## src/rtl/fta_io_timeout32_pkg.sv

```systemverilog
// Shared types for the FTA 32-bit I/O timeout watchdog.
//   - fta_cmd_request32_t  : registered request coming out of the 256-to-32 bridge
//   - fta_cmd_response32_t : response channel format, also used for the device responses
//   - fta_tmo_state_t      : watchdog FSM states
//   - FTA_IO_ERR_DATA      : default data returned with an error response
//   - io_hit()             : decodes whether a request falls inside the monitored I/O window
package fta_io_timeout32_pkg;

    typedef logic [7:0] fta_tranid_t;

    typedef struct packed {
        logic        cyc;
        logic        stb;
        logic        we;
        logic [3:0]  sel;
        fta_tranid_t tid;
        logic [31:0] padr;
        logic [31:0] dat;
    } fta_cmd_request32_t;

    typedef struct packed {
        fta_tranid_t tid;
        logic        stall;
        logic        next;
        logic        ack;
        logic        rty;
        logic        err;
        logic [3:0]  pri;
        logic [31:0] adr;
        logic [31:0] dat;
    } fta_cmd_response32_t;

    typedef enum logic [1:0] {IDLE, WAIT, ERR, DONE} fta_tmo_state_t;

    localparam logic [31:0] FTA_IO_ERR_DATA = 32'hDEADBEEF;

    // An active strobe whose masked address matches the masked window base.
    // The bridge's idle pattern has cyc low, so it can never hit.
    function automatic logic io_hit(input fta_cmd_request32_t r,
                                    input logic [31:0]        base,
                                    input logic [31:0]        mask);
        return r.cyc & r.stb & ((r.padr & mask) == (base & mask));
    endfunction

endpackage

```

## src/rtl/fta_io_timeout32_if.sv

```systemverilog
// Signal bundle between the bridge side and the timeout watchdog.
//   req       : registered request from the bridge (snooped)
//   chresp    : device response channels (snooped)
//   resp      : watchdog's own response channel into the bridge merge
//   tmo_count : saturating timeout count
//   busy      : a request is being timed
// Modports: master = bridge/environment side, slave = watchdog side.
interface fta_io_timeout32_if #(
    parameter int CHANNELS = 2
) ();
    import fta_io_timeout32_pkg::*;

    fta_cmd_request32_t                 req;
    fta_cmd_response32_t [CHANNELS-1:0] chresp;
    fta_cmd_response32_t                resp;
    logic [15:0]                        tmo_count;
    logic                               busy;

    modport master (
        output req,
        output chresp,
        input  resp,
        input  tmo_count,
        input  busy
    );

    modport slave (
        input  req,
        input  chresp,
        output resp,
        output tmo_count,
        output busy
    );

endinterface

```

## src/rtl/fta_io_timeout32.sv

```systemverilog
// Bus-error watchdog for the 32-bit FTA I/O side.
// Watches the bridge's registered request; when an in-window request gets no
// tid-matching device answer within TIMEOUT cycles, it emits a one-cycle error
// response (ack+err) carrying the captured tid/address so the CPU never stalls
// on unmapped or hung I/O.
// Ports:
//   clk_i     : system clock
//   rst_i     : synchronous active-high reset
//   bus       : slave modport - req/chresp in, resp/tmo_count/busy out
// All outputs are registered.
module fta_io_timeout32
    import fta_io_timeout32_pkg::*;
#(
    parameter int          CHANNELS = 2,
    parameter int          TIMEOUT  = 64,
    parameter logic [31:0] IO_BASE  = 32'hFED00000,
    parameter logic [31:0] IO_MASK  = 32'hFFF00000,
    parameter logic [31:0] ERR_DATA = FTA_IO_ERR_DATA
) (
    input  logic               clk_i,
    input  logic               rst_i,
    fta_io_timeout32_if.slave  bus
);

    // Counter only has to reach TIMEOUT-1, so this width can never wrap.
    localparam int            CW   = $clog2(TIMEOUT + 1);
    localparam logic [CW-1:0] LAST = CW'(TIMEOUT - 1);

    fta_tmo_state_t      state_q, state_d;
    logic [CW-1:0]       cnt_q, cnt_d;
    fta_tranid_t         tid_q, tid_d;
    logic [31:0]         adr_q, adr_d;
    logic [15:0]         tmo_q, tmo_d;
    logic                busy_q, busy_d;
    fta_cmd_response32_t resp_q, resp_d;

    logic hit;
    logic answered;

    assign hit = io_hit(bus.req, IO_BASE, IO_MASK);

    // Any channel answering our tid ends the wait; the channel index is
    // irrelevant because the device behind a given slot is not known here.
    always_comb begin
        answered = 1'b0;
        for (int i = 0; i < CHANNELS; i++) begin
            if ((bus.chresp[i].ack | bus.chresp[i].err | bus.chresp[i].rty) &&
                (bus.chresp[i].tid == tid_q))
                answered = 1'b1;
        end
    end

    always_comb begin
        state_d = state_q;
        cnt_d   = cnt_q;
        tid_d   = tid_q;
        adr_d   = adr_q;
        tmo_d   = tmo_q;
        resp_d  = '0;

        case (state_q)
            IDLE: begin
                if (hit) begin
                    tid_d   = bus.req.tid;
                    adr_d   = bus.req.padr;
                    cnt_d   = '0;
                    state_d = WAIT;
                end
            end
            WAIT: begin
                // Answer is checked first so an answer racing the timeout wins.
                if (answered)
                    state_d = DONE;
                else if (!bus.req.cyc)
                    state_d = IDLE;
                else if (cnt_q == LAST)
                    state_d = ERR;
                else
                    cnt_d = cnt_q + CW'(1);
            end
            ERR: begin
                state_d = DONE;
            end
            DONE: begin
                // Hold off until the upstream cycle closes so a request the
                // bridge keeps re-registering is only timed once.
                if (!bus.req.cyc)
                    state_d = IDLE;
            end
            default: state_d = IDLE;
        endcase

        // Response is built from the next state so it lines up with ERR
        // while still coming straight out of a flop.
        if (state_d == ERR) begin
            resp_d.ack = 1'b1;
            resp_d.err = 1'b1;
            resp_d.tid = tid_q;
            resp_d.adr = adr_q;
            resp_d.dat = ERR_DATA;
            if (tmo_q != 16'hFFFF)
                tmo_d = tmo_q + 16'd1;
        end

        busy_d = (state_d != IDLE);
    end

    always_ff @(posedge clk_i) begin
        if (rst_i) begin
            state_q <= IDLE;
            cnt_q   <= '0;
            tid_q   <= '0;
            adr_q   <= '0;
            tmo_q   <= '0;
            busy_q  <= 1'b0;
            resp_q  <= '0;
        end else begin
            state_q <= state_d;
            cnt_q   <= cnt_d;
            tid_q   <= tid_d;
            adr_q   <= adr_d;
            tmo_q   <= tmo_d;
            busy_q  <= busy_d;
            resp_q  <= resp_d;
        end
    end

    assign bus.resp      = resp_q;
    assign bus.tmo_count = tmo_q;
    assign bus.busy      = busy_q;

    // Write data, byte selects and the non-handshake response fields are
    // carried on the shared bundle but play no part in timing.
    logic unused_bits;
    assign unused_bits = ^{bus.req.we, bus.req.sel, bus.req.dat, bus.chresp};

endmodule
```

## src/flat_wrapper.sv

```systemverilog
// flat-port wrapper written by rule: the top's interface ports become plain ports
module fta_io_timeout32_flat import fta_io_timeout32_pkg::*;
#(
    parameter int          CHANNELS = 2,
    parameter int          TIMEOUT  = 64,
    parameter logic [31:0] IO_BASE  = 32'hFED00000,
    parameter logic [31:0] IO_MASK  = 32'hFFF00000,
    parameter logic [31:0] ERR_DATA = FTA_IO_ERR_DATA
)
  (clk_i, rst_i, bus_req, bus_chresp, bus_resp, bus_tmo_count, bus_busy);
  fta_io_timeout32_if #(.CHANNELS(CHANNELS)) bus_i ();
  input  logic clk_i;
  input  logic rst_i;
  input wire logic [$bits(bus_i.req)-1:0] bus_req;
  input wire logic [$bits(bus_i.chresp)-1:0] bus_chresp;
  output wire logic [$bits(bus_i.resp)-1:0] bus_resp;
  output wire logic [$bits(bus_i.tmo_count)-1:0] bus_tmo_count;
  output wire logic [$bits(bus_i.busy)-1:0] bus_busy;
  assign bus_i.req = bus_req;
  assign bus_i.chresp = bus_chresp;
  assign bus_resp = bus_i.resp;
  assign bus_tmo_count = bus_i.tmo_count;
  assign bus_busy = bus_i.busy;
  fta_io_timeout32 #(.CHANNELS(CHANNELS), .TIMEOUT(TIMEOUT), .IO_BASE(IO_BASE), .IO_MASK(IO_MASK), .ERR_DATA(ERR_DATA)) u_core (.clk_i(clk_i), .rst_i(rst_i), .bus(bus_i));
endmodule
```

## config.mk

```make
export PLATFORM = sky130hd
export DESIGN_NAME = fta_io_timeout32_flat
export DESIGN_NICKNAME = d
export VERILOG_FILES = /design/src/rtl/fta_io_timeout32_pkg.sv /design/src/rtl/fta_io_timeout32_if.sv /design/src/rtl/fta_io_timeout32.sv /design/src/flat_wrapper.sv
export SDC_FILE = /design/constraint.sdc
export NUM_CORES = 1
export LEC_CHECK = 0
export ABC_AREA = 1
export BUFFER_PORTS_ARGS = -buffer_cell sky130_fd_sc_hd__buf_4
export CAP_MARGIN = 20
export CORE_AREA = 2 2 133 135
export CTS_BUF_LIST = sky130_fd_sc_hd__clkbuf_16
export DETAILED_ROUTE_END_ITERATION = 8
export DIE_AREA = 0 0 135 137
export GPL_TIMING_DRIVEN = 0
export PLACE_DENSITY = 0.64
export REMOVE_ABC_BUFFERS = 1
export SLEW_MARGIN = 20
export SYNTH_ARGS = -nofsm -noshare
export SYNTH_HDL_FRONTEND = slang
export SYNTH_SLANG_ARGS = --single-unit
```

## constraint.sdc

```tcl
create_clock -name clk_i -period 3.3 [get_ports clk_i]
set_input_delay 0.66 -clock clk_i [delete_from_list [all_inputs] [get_ports clk_i]]
set_output_delay 0.66 -clock clk_i [all_outputs]
set_load 0.01 [all_outputs]
```

## Word level (Yosys, flattened, before mapping)

Cells that the tools add are included.

- Add/sub/neg operators: 2
- Multiply operators: 0
- Div/mod/pow operators: 0
- Magnitude comparators: 0
- Equal/unequal tests: 13
- Shifts and indexed selects: 0
- Mux-type cells: 15
- Bitwise logic cells: 7
- Reductions and logical operators: 9

Operators by type and width:

| operator | count |
|---|---|
| 32-bit two-way mux | 1 |
| 7-bit two-way mux | 4 |
| 16-bit by 1-bit adder with 16-bit output (second input constant) | 1 |
| 8-bit == test | 2 |
| 16-bit inequality test (second input constant) | 1 |
| 7-bit case mux with 2 select lines | 1 |
| 12-bit == test (second input constant) | 1 |
| 2-bit two-way mux | 5 |
| 2-bit case mux with 4 select lines | 1 |
| 7-bit by 1-bit adder with 7-bit output (second input constant) | 1 |
| 7-bit by 6-bit == test with 1-bit output (second input constant) | 1 |
| 2-bit == test (second input constant) | 3 |
| 2-bit inequality test (second input constant) | 3 |
| 5-bit AND reduction | 1 |
| 1-bit bitwise OR | 4 |
| 2-bit AND reduction | 2 |
| 2-bit nonzero test | 2 |
| 1-bit two-way mux | 3 |
| 1-bit AND | 2 |
| 2-bit by 1-bit == test with 1-bit output (second input constant) | 1 |
| 1-bit logical AND | 2 |
| 2-bit logical NOT | 1 |
| 2-bit by 1-bit inequality test with 1-bit output (second input constant) | 1 |
| 2-bit OR reduction | 1 |
| 1-bit NOT | 1 |

- Bits in registers: 139
- Bits in latches: 0
- Bits in writable memories: 0
- Memory bits (read-only): 0
- Input bits: 243
- Output and inout port bits: 98
- Logic and storage cells: 56
- Memories: 0

## Depth between registers and ports, before layout

Gate-level depths: netlist of run 1.

- Depth after elaboration: 10
- Gate-level depth with buffers: 14

## Worst setup path before layout of run 1

No wires, ideal clock.

- Path type: input to register
- From: input port bus_req[56]
- To: register u_core.resp_q (netlist bit u_core.bus.resp[80])
- Setup time: 64 ps
- Arrival time: 1,812 ps
- Path slack: 1,424 ps
- Cell stages on the path: 13
- Path through: inv_1 > nand4_1 > nor2_1 > nand2_1 > nand2_1 > nor2_2 > inv_2 > a21oi_4 > inv_2 > nor2_2 > nand2_2 > buf_6 > nor2_1

- Cells in the longest elaborated chain, start to end: 7

Ends and longest elaborated chain:

| what | line | source |
|---|---|---|
| start, declared | flat_wrapper.sv:14 | `input wire logic [$bits(bus_i.req)-1:0] bus_req;` |
| 12-bit == test | fta_io_timeout32_pkg.sv:42 | `return r.cyc & r.stb & ((r.padr & mask) == (base & mask));` |
| 1-bit AND | fta_io_timeout32_pkg.sv:42 |  |
| 2-bit two-way mux | fta_io_timeout32.sv:63 | `if (hit) begin` |
| 2-bit case mux with 4 select lines | fta_io_timeout32.sv:61 | `case (state_q)` |
| 2-bit == test | fta_io_timeout32.sv:95 | `if (state_d == ERR) begin` |
| 1-bit NOT (no source line) | - |  |
| 2-bit OR reduction (no source line) | - |  |
| end signal, assigned | fta_io_timeout32.sv:124 | `resp_q <= resp_d;` |
| end, declared | fta_io_timeout32.sv:35 | `fta_cmd_response32_t resp_q, resp_d;` |

No other way between the ends.
A chain may end at the register's enable or synchronous reset.

## Worst setup path in the final report of run 1

- From: input port bus_req[52]
- To: register u_core.resp_q (netlist bit u_core.bus.resp[46])

The elaborated chain is that of the path after synthesis.

==> metrics.md, run 1 <==
| Metric | Value |
|---|---|
| Status | completed |
| Post-synth EDFFs | 0 |
| # resized after CTS | 0 |
| Fmax | 360.9 MHz |
| Total CTS buffers | 9 |
| Synth Warn # | 0 |
| Die width | 135 um |
| Fin. Hold Viols | 0 |
| Pin count of the biggest net entering global routing | 71 |
| # clock sinks | 107 |
| Input/output buffers | 148 |
| Synth-to-layout area growth | 29.23% |
| Height of the die | 137 um |
| Number of post-CTS setup repair buffers | 0 |
| First-pass GRT wire length | 16.36 mm |
| Max-cap violations | 0 |
| CP Data Arrival Time | 3.03 ns |
| Nets@finish | 903 |
| Post-DP HPWL | 7.286 mm |
| Cells after synthesis | 546 |
| Vias per inst | 4.189 |
| Yosys top cell area share | 0.4825 |
| CP max stage delay | 0.53 ns |
| Synthesized cell area | 4439 sq um |
| LEAKAGE | 2.405 nW |
| Total power | 2.319 mW |
| Asr flop ratio synth | 0 |
| # IOs | 341 |
| Crit-path cells | buf_4 -> nand4_1 -> nor2_1 -> nand2_4 -> buf_16 -> nand2_1 -> nor2_2 -> inv_2 -> a21oi_4 -> inv_2 -> nor2_2 -> nand2_2 -> nor2_1 |
| Router iterations before antenna repair | 4 |
| WS Path Type | input port to flip-flop |
| N_diodes | 0 |
| Critical Path RT | 3.56 ns |
| Cell Rows | 48 |
| Non-Filler Instances | 884 |
| Period utilisation layout | 0.8397 |
| Yosys top cell by area | dfxtp_1 |
| CTS tree | built |
| Slew headroom | 0.3618 |
| WL final | 10.80 mm |
| Drt initial violations | 156 |
| Dpl ws | 0.1047 ns |
| Setup WS post-layout | 0.5288 ns |
| Antenna violations before repair | 0 |
| Worst Path Max Fanout | 70 |
| CP endpoint kind | flip-flop |
| Initial Util | 0.2603 |
| Flops & latches, synth | 107 |
| Sequential-to-total area share from yosys stat | 0.4825 |
| Gpl congestion | 0.7980 |
| Worst-margin pin slew | 0.9539 ns |
| Post-DP Area | 5500 sq um |
| Fraction of layout instances using a drive strength above 1 | 0.2656 |
| Synth area leaders | dfxtp_1 (48%), nor2_1 (7.5%), buf_4 (6.9%) |
| Fin. max-slew vios | 0 |
| RSZ-0062 raised after global routing | no |
| CTS clk-pin slew, worst paths | 0.06 ns |
| Post-placement cell count | 872 |
| Antenna Nets Post-Route | 0 |
| Skew final | 0.005656 ns |
| DRC violations left | 0 |
| Avg Inst Size Synth | 8.131 sq um |
| WL/cell | 12.22 um |
| CTS H-tree lvls | 3 |
| Gr usage total | 0.1132 |
| Worst path top cell family by delay | simple AND/OR/NAND/NOR gates |
| Hold Crit Class | flip-flop to flip-flop |
| Post-CTS Hold Buffers | 0 |
| Full die area | 18500 sq um |
| Final instance area | 5737 sq um |
| Synth unique cells | 30 |
| Total congestion overflow | 0 |
| # setup viols final | 0 |
| Clk buf depth | 2 |
| Bufs and invs on worst path | 4 |
| Core area | 17060 sq um |
| Worst setup SP type | input port |
| Peak supply drop | 0.2232 mV |
| Top_reg_cell synth | dfxtp_1 |
| Slowest CP cell | nand2_2 |
| Power per standard cell area | 404.3 nW/um^2 |
| Fin crit period | 2.771 ns |
| Worst-Skew Late Latency | 0.35 ns |
| Vias in the first global route | 3366 |
| Root buffer cell | clkbuf_16 |
| Vias | 3703 |
## power breakdown
part | switching, mW | internal [mW]
clock | 0.439 | 0.487
combinational | 0.0446 | 0.0577
sequential | 0.0000211 | 1.29
## kinds of logic after synthesis
family,synth area share
flops,0.4825
compound gates,0.09808
buf+inv,0.1536
xor+xnor,0.05524
simple gates,0.2041
other cells,0.0008447
fa+ha+maj,0.005636
## cells in the final DEF, fill, tap and decap left out, drive strengths merged, types with 4 or more instances in the layout
| master | n |
|---|---|
| dfxtp | 107 |
| conb | 15 |
| xnor2 | 14 |
| inv | 71 |
| buf | 149 |
| nand2 | 60 |
| a211oi | 28 |
| nand3 | 17 |
| xor2 | 14 |
| o21ai | 5 |
| nand4 | 23 |
| nor2 | 97 |
| nor3 | 4 |
| a21oi | 35 |
| clkbuf | 9 |
## registers in the layout, indices dropped and copies added (netlist names)
name                  flops
u_core.bus.resp          41
u_core.adr_q             32
u_core.bus.tmo_count     16
u_core.tid_q              8
u_core.cnt_q              7
u_core.state_q            2
u_core.bus.busy           1
## routing by layer
| layer | global-route usage | vias to the layer above | share of wire |
|---|---|---|---|
| met3 | 0.04593 | 11 | 0.11 |
| met5 | 0 | - | 0 |
| met1 | 0.1379 | 1624 | 0.46 |
| met2 | 0.1757 | 157 | 0.42 |
| met4 | 0.05093 | 0 | 0.016 |
| li1 | - | 1911 | - |
## metrics by stage
stage | hold WS (ns) | util | setup TNS (ns)
after floorplan | 0.4089 | - | 0
after global routing | 0.4443 | 0.3363 | 0
after global placement | 0.4191 | 0.3204 | -71.13
final | 0.4308 | 0.3363 | 0
after detailed placement | 0.4237 | 0.3225 | 0
after CTS | 0.4331 | 0.3363 | 0
## cells in the mapped netlist (all sizes together), types with 5 or more instances
cell / number
a211oi: 28
a21oi: 35
buf: 50
clkbuf: 12
dfxtp: 107
inv: 70
nand2: 60
nand3: 17
nand4: 23
nor2: 97
o21ai: 5
xnor2: 14
xor2: 14
## worst paths after layout
| path | from | to | slack, ns | depth (start not counted) |
|---|---|---|---|---|
| worst min-delay path | u_core.adr_q[21] | u_core.bus.resp[53] | 0.43 | 2 |
| worst max register to register | u_core.state_q[1] | u_core.bus.resp[46] | 0.59 | 13 |
| worst min register to register | u_core.adr_q[21] | u_core.bus.resp[53] | 0.43 | 2 |
| worst max-delay path | bus_req[52] | u_core.bus.resp[46] | 0.53 | 13 |
## worst register-to-register path, cell delays in order, from the launching register on
cell and delay, ns:
dfxtp_1 0.35, nor2_1 0.05, nand3_1 0.06, nor2_1 0.07, nand2_4 0.08, buf_16 0.27, nand2_1 0.13, nor2_2 0.16
inv_2 0.06, a21oi_4 0.41, inv_2 0.06, nor2_2 0.11, nand2_2 0.53, nor2_1 0.28
## cell type report
cell class              count  area [sq um]
inverters                  70         262.8
fillers                  1830         11320
well taps                 225         281.5
flip-flops and latches    107          2142
clock inverters             3         11.26
repair buffers            149          1139
multi-input cells         321          1675
clock buffers               9         225.2
No activity file was read; power rests on OpenSTA's default activity.
==> inputs of run 2 (changes only) <==
- ABC_AREA: 1 -> 0
- PLACE_DENSITY: 0.64 -> 0.63
- clock period: 3.3 -> 2.65 ns (I/O delays scaled with it)
==> run 2 against run 1 <==
Clock skew is 0.0079 ns higher. Final area is 0.33% higher. Final cell count is 5.1% lower. Die area stayed put. Worst hold slack worse by 0.026 ns. Critical path depth is 6 lower. Critical endpoint is now u_core.bus.tmo_count[15]. Sequential cell count stayed put. Core utilization is 0.11 points higher. Sequential power is 25% higher.
==> metrics.md, run 2 <==
| Metric | Value |
|---|---|
| Status | completed |
| Yosys top cell area share | 0.4965 |
| Most frequent cells after synthesis | dfxtp_1 (107), nand2_1 (71), a21oi_1 (47) |
| Input/output buffers | 148 |
| Crit-path cells | ha_1 -> nand3_2 -> or4_4 -> nor2_4 -> nand4_4 -> or4_1 -> a21oi_1 |
| Antenna violations before repair | 0 |
| Max reg flops | 41 |
| CTS tree | built |
| RSZ-0062 raised after global routing | no |
| Cell Rows | 48 |
| Vias in the first global route | 3252 |
| # setup viols final | 0 |
| Cells after synthesis | 488 |
| Gpl congestion | 0.7297 |
| Router iterations before antenna repair | 4 |
| Synth Warn # | 0 |
| # resized after CTS | 0 |
| Hold Crit Class | input port to flip-flop |
| Part of the power in combinational logic | 0.042 |
| Vias per inst | 4.336 |
| Skew final | 0.01360 ns |
| Sequential share of power | 0.518 |
| Worst setup SP type | flip-flop |
| Slew headroom | 0.2810 |
| # IOs | 341 |
| Most frequent cells in the layout | buf_4 (153), dfxtp_1 (107), nand2_1 (71) |
| Peak supply drop | 0.4022 mV |
| Sequential-to-total area share from yosys stat | 0.4965 |
| Max-cap violations | 0 |
| First-pass GRT wire length | 18.63 mm |
| Internal | 2.352 mW |
| Antenna Nets Post-Route | 0 |
| Fraction of layout instances using a drive strength above 1 | 0.3078 |
| Die width | 135 um |
| Slowest CP cell | or4_1 |
| WL final | 12.66 mm |
| Top_reg_cell synth | dfxtp_1 |
| Full die area | 18500 sq um |
| Sw Share | 0.2408 |
| CTS H-tree lvls | 3 |
| Height of the die | 137 um |
| Setup WS post-layout | 0.2369 ns |
| WL/cell | 15.09 um |
| Yosys top cell by area | dfxtp_1 |
| Fin crit period | 2.413 ns |
| Dpl ws | -0.06752 ns |
| Post-synth EDFFs | 0 |
| Fmax | 414.4 MHz |
| Fin. Hold Viols | 0 |
| WS Path Type | flip-flop to flip-flop |
| DRC violations left | 0 |
| Vias | 3638 |
| Period utilisation layout | 0.9106 |
| Flops & latches, synth | 107 |
| Commonest non-fill, non-tap cell in the layout | buf_4 |
| Final core utilization | 0.3374 |
| Synthesized cell area | 4314 sq um |
| Avg Inst Size Synth | 8.840 sq um |
| Critical Path RT | 2.94 ns |
| Root buffer cell | clkbuf_16 |
| Drt initial violations | 177 |
| Most frequent cell after synthesis | dfxtp_1 |
| CP endpoint kind | flip-flop |
| CP max stage delay | 0.56 ns |
| P_sw | 745.9 uW |
| Initial Util | 0.2529 |
| Total congestion overflow | 0 |
| Final instance area | 5756 sq um |
| Post-placement cell count | 820 |
| Synth unique cells | 45 |
| # clock sinks | 107 |
| N_diodes | 0 |
| Core area | 17060 sq um |
| Synth area leaders | dfxtp_1 (50%), buf_4 (7.0%), and2_1 (6.4%) |
| Setup TNS | 0 ns |
| Fin. max-slew vios | 0 |
| Post-DP HPWL | 9.064 mm |
| CP Data Arrival Time | 2.70 ns |
| Clock network power share | 0.440 |
| Post-DP Area | 5431 sq um |
| LEAKAGE | 2.383 nW |
| Clk buf depth | 2 |
| Asr flop ratio synth | 0 |
| Total CTS buffers | 9 |
| Pin count of the biggest net entering global routing | 67 |
| CTS clk-pin slew, worst paths | 0.08 ns |
| Nets@finish | 854 |
| Hold WS | 0.4047 ns |
| Total power | 3.098 mW |
| Worst Path Max Fanout | 13 |
| Worst-margin pin slew | 1.077 ns |
| Power per standard cell area | 538.2 nW/um^2 |
| Worst-Skew Late Latency | 0.36 ns |
| Synth-to-layout area growth | 33.41% |
| Gr usage total | 0.1366 |
| Non-Filler Instances | 839 |
run 2: cell types whose count changed in the layout (fill, tap and decap cells not counted), moves of 6 or more:
cell      change
inv_1        -64
nor2_1       -54
and2_1       +44
a211oi_1     -28
nand4_1      -17
nand2_1      +15
a21oi_1      +13
xnor2_1      -11
nor2_2        -8
o21ai_0       +8
or3_1         +7
o31ai_1       +6
run 2: worst paths after layout:
check	from	to	slack (ns)	depth (start not counted)
setup / recovery	u_core.cnt_q[0]	u_core.bus.tmo_count[15]	0.24	7
hold / removal	bus_req[39]	u_core.adr_q[7]	0.40	3
setup reg to reg	u_core.cnt_q[0]	u_core.bus.tmo_count[15]	0.24	7
hold reg to reg	u_core.adr_q[3]	u_core.adr_q[3]	0.45	2
run 2: layer usage:
metal,GRT usage,wire (um),vias to the layer above
li1,-,-,1825
met1,0.1759,5591,1622
met4,0.04514,185,0
met3,0.09444,2140,15
met5,0,0,-
met2,0.1785,4746,176
run 2: what timing repair did:
action	4_1_cts	5_1_grt
hold buffers	0	0
setup buffers	2	0
pin swaps	1	0
gates cloned	0	1
endpoints found under the setup margin	23	1
run 2: kinds of logic (layout without fill, tap and decap cells):
kind of cell    Yosys count  in the layout  share of synthesized area
buf+inv                  65            176                    0.09368
xor+xnor                 17             17                    0.03451
other cells               1             15                  0.0008692
flops                   107            107                     0.4965
fa+ha+maj                 2              2                   0.005800
simple gates            225            226                     0.2776
mux                       2              2                   0.004930
compound gates           69             69                    0.08614
run 2: area by class of cell:
cell class,instances,area (sq um)
Sequential cell,107,2142
Clock inverter,7,71.32
Fill cell,1808,11300
Tap cell,225,281.5
Multi-Input combinational cell,331,1847
Clock buffer,9,225.2
Inverter,4,15.01
Timing Repair Buffer,156,1174
run 2: power by group through the flow:
stage / Clock [mW] / Sequential (mW) / Combinational, mW
2_1_floorplan: 0 / 1.64 / 0.0293
3_3_place_gp: 0 / 1.64 / 0.128
3_5_place_dp: 0 / 1.64 / 0.130
4_1_cts: 1.40 / 1.61 / 0.130
5_1_grt: 1.46 / 1.61 / 0.141
6_report: 1.36 / 1.61 / 0.129
run 2: worst max-delay path: cells and delay by family (launching register included):
| kind | cells | cell delay [ns] |
|---|---|---|
| compound gates | 1 | 0.15 |
| fa+ha+maj | 1 | 0.22 |
| flops | 1 | 0.40 |
| simple gates | 5 | 1.57 |
